File: src/rtl/cmd_pkg.sv
// rtl/cmd_pkg.sv - shared command encoding, player states and grid defaults
package cmd_pkg;

  typedef enum logic [1:0] {
    CMD_UP    = 2'b00,
    CMD_DOWN  = 2'b01,
    CMD_LEFT  = 2'b10,
    CMD_RIGHT = 2'b11
  } cmd_t;

  typedef enum logic [2:0] {
    ST_IDLE,
    ST_FETCH,
    ST_WAIT,
    ST_EXEC,
    ST_DONE
  } player_state_t;

  localparam int DEF_ADDR_W       = 8;
  localparam int DEF_POS_W        = 4;
  localparam int DEF_GRID_MAX     = 15;
  localparam int DEF_START_X      = 7;
  localparam int DEF_START_Y      = 7;
  localparam int DEF_READ_LATENCY = 2;

endpackage

File: src/rtl/grid_stepper.sv
// rtl/grid_stepper.sv - saturating one-cell cursor move on a 0..GRID_MAX grid
module grid_stepper
  import cmd_pkg::*;
#(
  parameter int POS_W    = DEF_POS_W,
  parameter int GRID_MAX = DEF_GRID_MAX
) (
  input  logic [POS_W-1:0] pos_x,
  input  logic [POS_W-1:0] pos_y,
  input  cmd_t             cmd,
  output logic [POS_W-1:0] next_x,
  output logic [POS_W-1:0] next_y
);

  localparam logic [POS_W-1:0] MAX_POS = POS_W'(GRID_MAX);

  // A blocked move leaves the coordinate where it is.
  always_comb begin
    next_x = pos_x;
    next_y = pos_y;
    case (cmd)
      CMD_UP:    if (pos_y != '0)     next_y = pos_y - 1'b1;
      CMD_DOWN:  if (pos_y < MAX_POS) next_y = pos_y + 1'b1;
      CMD_LEFT:  if (pos_x != '0)     next_x = pos_x - 1'b1;
      CMD_RIGHT: if (pos_x < MAX_POS) next_x = pos_x + 1'b1;
      default: ;
    endcase
  end

endmodule

File: src/rtl/command_player.sv
// rtl/command_player.sv - replays stored direction commands onto a grid cursor
module command_player
  import cmd_pkg::*;
#(
  parameter int ADDR_W       = DEF_ADDR_W,
  parameter int POS_W        = DEF_POS_W,
  parameter int GRID_MAX     = DEF_GRID_MAX,
  parameter int START_X      = DEF_START_X,
  parameter int START_Y      = DEF_START_Y,
  parameter int READ_LATENCY = DEF_READ_LATENCY
) (
  input  logic              clk,
  input  logic              reset_n,
  input  logic              start,
  input  logic [ADDR_W-1:0] num_commands,
  input  logic              step_tick,
  output logic              rd_en,
  output logic [ADDR_W-1:0] rd_addr,
  input  logic [1:0]        rd_data,
  output logic [POS_W-1:0]  pos_x,
  output logic [POS_W-1:0]  pos_y,
  output logic [1:0]        dir,
  output logic              dir_valid,
  output logic [ADDR_W-1:0] step_index,
  output logic              busy,
  output logic              done
);

  localparam int LAT_W = $clog2(READ_LATENCY + 1);
  localparam logic [LAT_W-1:0] LAT_LAST = LAT_W'(READ_LATENCY - 1);
  localparam logic [POS_W-1:0] START_X_P = POS_W'(START_X);
  localparam logic [POS_W-1:0] START_Y_P = POS_W'(START_Y);

  player_state_t     state_q, state_d;
  logic [ADDR_W-1:0] count_q, count_d;
  logic [ADDR_W-1:0] step_q, step_d;
  cmd_t              cmd_q, cmd_d;
  logic [LAT_W-1:0]  lat_q, lat_d;
  logic [POS_W-1:0]  pos_x_q, pos_x_d;
  logic [POS_W-1:0]  pos_y_q, pos_y_d;
  logic [1:0]        dir_q, dir_d;
  logic              dir_valid_q, dir_valid_d;
  logic              rd_en_q, rd_en_d;
  logic [ADDR_W-1:0] rd_addr_q, rd_addr_d;
  logic              busy_q, busy_d;
  logic              done_q, done_d;
  logic [POS_W-1:0]  step_x, step_y;

  grid_stepper #(
    .POS_W   (POS_W),
    .GRID_MAX(GRID_MAX)
  ) u_grid_stepper (
    .pos_x (pos_x_q),
    .pos_y (pos_y_q),
    .cmd   (cmd_q),
    .next_x(step_x),
    .next_y(step_y)
  );

  always_comb begin
    state_d     = state_q;
    count_d     = count_q;
    step_d      = step_q;
    cmd_d       = cmd_q;
    lat_d       = lat_q;
    pos_x_d     = pos_x_q;
    pos_y_d     = pos_y_q;
    dir_d       = dir_q;
    dir_valid_d = 1'b0;
    done_d      = (state_q == ST_DONE);

    case (state_q)
      ST_IDLE: begin
        if (start) begin
          count_d = num_commands;
          step_d  = '0;
          pos_x_d = START_X_P;
          pos_y_d = START_Y_P;
          state_d = (num_commands != '0) ? ST_FETCH : ST_DONE;
        end
      end
      ST_FETCH: begin
        lat_d   = LAT_W'(1);
        state_d = ST_WAIT;
      end
      // The FSM's rd_en register is the first latency stage; the BRAM q is the rest.
      ST_WAIT: begin
        if (lat_q == LAT_LAST) begin
          cmd_d   = cmd_t'(rd_data);
          state_d = ST_EXEC;
        end else begin
          lat_d = lat_q + 1'b1;
        end
      end
      ST_EXEC: begin
        if (step_tick) begin
          pos_x_d     = step_x;
          pos_y_d     = step_y;
          dir_d       = cmd_q;
          dir_valid_d = 1'b1;
          if (step_q == count_q - ADDR_W'(1)) begin
            state_d = ST_DONE;
          end else begin
            step_d  = step_q + 1'b1;
            state_d = ST_FETCH;
          end
        end
      end
      ST_DONE: state_d = ST_IDLE;
      default: state_d = ST_IDLE;
    endcase

    rd_en_d   = (state_d == ST_FETCH);
    rd_addr_d = (state_d == ST_FETCH) ? step_d : rd_addr_q;
    busy_d    = (state_d != ST_IDLE);
  end

  always_ff @(posedge clk) begin
    if (!reset_n) begin
      state_q     <= ST_IDLE;
      count_q     <= '0;
      step_q      <= '0;
      cmd_q       <= CMD_UP;
      lat_q       <= '0;
      pos_x_q     <= START_X_P;
      pos_y_q     <= START_Y_P;
      dir_q       <= '0;
      dir_valid_q <= 1'b0;
      rd_en_q     <= 1'b0;
      rd_addr_q   <= '0;
      busy_q      <= 1'b0;
      done_q      <= 1'b0;
    end else begin
      state_q     <= state_d;
      count_q     <= count_d;
      step_q      <= step_d;
      cmd_q       <= cmd_d;
      lat_q       <= lat_d;
      pos_x_q     <= pos_x_d;
      pos_y_q     <= pos_y_d;
      dir_q       <= dir_d;
      dir_valid_q <= dir_valid_d;
      rd_en_q     <= rd_en_d;
      rd_addr_q   <= rd_addr_d;
      busy_q      <= busy_d;
      done_q      <= done_d;
    end
  end

  assign rd_en      = rd_en_q;
  assign rd_addr    = rd_addr_q;
  assign pos_x      = pos_x_q;
  assign pos_y      = pos_y_q;
  assign dir        = dir_q;
  assign dir_valid  = dir_valid_q;
  assign step_index = step_q;
  assign busy       = busy_q;
  assign done       = done_q;

endmodule

File: config.mk
export PLATFORM = sky130hd
export DESIGN_NAME = command_player
export DESIGN_NICKNAME = d
export VERILOG_FILES = /design/src/rtl/cmd_pkg.sv /design/src/rtl/grid_stepper.sv /design/src/rtl/command_player.sv
export SDC_FILE = /design/constraint.sdc
export NUM_CORES = 1
export LEC_CHECK = 0
export CORE_UTILIZATION = 40
export CTS_CLUSTER_SIZE = 12
export DETAILED_ROUTE_END_ITERATION = 12
export HOLD_SLACK_MARGIN = 0.06
export SLEW_MARGIN = 20
export SYNTH_ARGS = -nofsm -noshare
export SYNTH_HDL_FRONTEND = slang
export SYNTH_SLANG_ARGS = --single-unit
File: constraint.sdc
create_clock -name clk -period 6.45 [get_ports clk]
set_input_delay 1.29 -clock clk [delete_from_list [all_inputs] [get_ports clk]]
set_output_delay 1.29 -clock clk [all_outputs]
set_load 0.02 [all_outputs]
==> impl_metrics.toml <==
[run_status]
outcome = "complete, no violations"

[synth]
ys_types = 57
synth.net_count = 322
synthArstFlopShare_pct = 0
syn_avg_cell_area_um2 = 8.445
yosysTopAreaCellShare_pct = 35.68
synth_area_um2 = 2525
ys_seq_area_share_pct = 35.68
synth_seq_cells = 45
synth_area_leader_cell = "dfxtp_1"
ys.flop_type = "dfxtp_1"
synth_edf_count = 0
ys_warn_count = 0
syn_inst = 299
synth.area.top_cells = "dfxtp_1, nand2_1, a21oi_1"

[placed_design]
place_area_um2 = 2984
dp_cells = 401
hpwl_mm = 4.353
numPortBuffers = 43
routabilityCongestion = 0.8120

[detailed_routing]
num_vias = 2277
first_pass_iters = 4
ant_nets = 0
vias_per_cell = 5.581
wl_per_cell_um = 15.28
drtIter0Drc = 117
postRouteWirelength_mm = 6.236
drc = 0

[setup_path]
cpPeakStageDelay_ns = 0.80
worst-setup-path-type = "in2reg"
cp-end-kind = "register"
cp_common_cell = "o21ai_0"
crit_chain = "clkdlybuf4s50_1 > and2_1 > nand2_1 > o21ai_0 > o31a_1 > nor3b_1 > o21ai_0"
crit_slowest_cell = "clkdlybuf4s50_1"
critPathMaxFanout = 13
path_delay_family = "compound AO/OA/AOI/OAI gates"
cp.required_ns = 6.63
critPathBufInv = 1
cp-start-kind = "input pin"
critPathArrivalTime_ns = 3.50

[finish]
diodes = 0
drive_gt1_share_pct = 7.508
multiInputGateArea_um2 = 1521
layout.nets = 356
seq_area_um2 = 900.9
fin_cells = 408
n_fill_cell = 586
syn_to_final_growth_pct = 21.41
design_area_um2 = 3065

[die]
core.rowCount = 28
dieHeight_um = 81.45
die_x_um = 81.45
core_area_um2 = 5991
die-area_um2 = 6634
initial_utilization_pct = 42.15
io_pins = 44

[grt]
use_met1_pct = 27.39
grt_max_degree = 32
met3_usage_pct = 4.333
grtUsageMet2_pct = 31.00
antenna_found_initial = 0
overflow = 0
grt-busiest-layer = "met2"
grtUsageTotal_pct = 20.17
grt_pass1_wl_mm = 10.12
grt_pass1_vias = 2003

[clock_tree]
cts_setup_buffers = 0
worstSkewPairLatency_ns = 0.30
clockBufferDepth = 2
clock_sinks = 45
cts-root-buf = "clkbuf_8"
cts_hold_buffers = 0
cts_buffers = 5
postCtsResizedCells = 0
cts_tree = "yes"
clk_pin_slew_worst_paths_ns = 0.08
cts.htree.levels = 2

[sta]
relSlewSlack_pct = 27.96
fin_crit_ns = 3.323
setup_violations = 0
hold_viol_final = 0
fmax_ghz = 0.3009
fin_crit_sh_pct = 51.52
slew_viol_final = 0
setup_tns_ns = 0
skew_ns = 0.005874
worst_pin_slew_ns = 1.079
rsz0062_at_grt = "no"

[power_and_ir_drop]
ir_drop_mv = 0.1084
powerDensity_nw_per_um2 = 196.6
power_leakage_nw = 1.038

[job]
cap_viol_max_count = 0

[min_path]
timing.hold.worst.class = "reg2reg"
-- worst paths after layout --
kind                    from  cells after the start  slack [ns]         end
hold reg to reg       dir[0]                      2        0.46      dir[0]
setup / recovery   step_tick                      7        3.13    pos_x[1]
setup reg to reg  count_q[0]                      9        3.25  rd_addr[4]
hold / removal        dir[0]                      2        0.46      dir[0]
-- cell families (layout without fill, tap and decap cells) --
family / count (synthesis) / count (layout) / share of synthesized area [%]
and+or+nand+nor: 131 / 131 / 26.91
DFF: 45 / 45 / 35.68
muxes: 5 / 5 / 2.032
xor gates and xnor gates: 14 / 14 / 4.856
AOI/OAI and AO/OA: 71 / 71 / 21.16
buffers and inverters: 24 / 58 / 4.311
adders and majority gates: 9 / 9 / 5.054
-- worst min-delay path: stages (launching register included) --
cell     delay (ns)
dfxtp_1        0.32
nand2_1        0.05
a21oi_1        0.05
-- per-stage QoR --
step	setup slack (ns)	util (%)	power, mW	hold WS, ns
floorplan	3.626	-	0.3981	0.4481
global placement	2.910	49.81	0.4376	0.4471
detailed placement	2.854	49.81	0.4387	0.4529
CTS	3.185	51.17	0.6081	0.4650
global route	2.936	51.17	0.6349	0.4870
finish	3.127	51.17	0.6027	0.4620
-- per-layer routing --
metal / share of wire, % / vias up
met5: 0 / -
met4: 1.3 / 0
met3: 4.4 / 8
met2: 45 / 48
met1: 49 / 1083
li1: - / 1138
-- synth_stat cells (all sizes together) (3+ instances only) --
cell	instances
nor4	8
nand3	7
ha	7
dfxtp	45
mux2i	4
nor3	7
a211oi	10
clkbuf	13
nand2b	5
o22ai	3
nor2	28
nor3b	6
xnor2	9
inv	6
xor2	5
a21o	4
nand4	3
nor2b	4
and2	5
nand3b	4
nand2	39
buf	5
and3	5
or4	4
a21oi	28
o21ai	9
-- layout make-up --
cell class              instances  share of cell area (%)
repair buffers                 45                   14.53
well taps                      75                   3.061
clock inverters                 1                  0.2857
multi-input cells             230                   49.63
flip-flops and latches         45                   29.39
clock buffers                   6                   2.367
inverters                       6                  0.7347
-- power breakdown --
part	switching (mW)	internal [mW]	total, mW
Combinational	0.0710	0.0554	0.126
Sequential	0.0151	0.291	0.306
Clock	0.0949	0.0751	0.170
-- state kept, by name, summed over array words and instances (netlist names) --
| name | flops |
|---|---|
| cmd_q | 2 |
| lat_q | 2 |
| dir_valid | 1 |
| rd_en | 1 |
| dir | 2 |
| pos_x | 4 |
| count_q | 8 |
| step_index | 8 |
| pos_y | 4 |
| state_q | 3 |
| done | 1 |
| busy | 1 |
| rd_addr | 8 |
-- cell usage in the layout, fill, tap and decap left out, drive strengths merged, types with 6 or more instances in the layout --
cell type,netlist,routed
dfxtp,45,45
nor3,7,7
nor2,28,28
nor4,8,8
inv,6,6
xnor2,9,9
o21ai,9,9
ha,7,7
a211oi,10,10
nor3b,6,6
clkdlybuf4s50,0,43
nand3,7,7
clkbuf,13,6
a21oi,28,28
nand2,39,39
(Power assumes the default switching activity.)
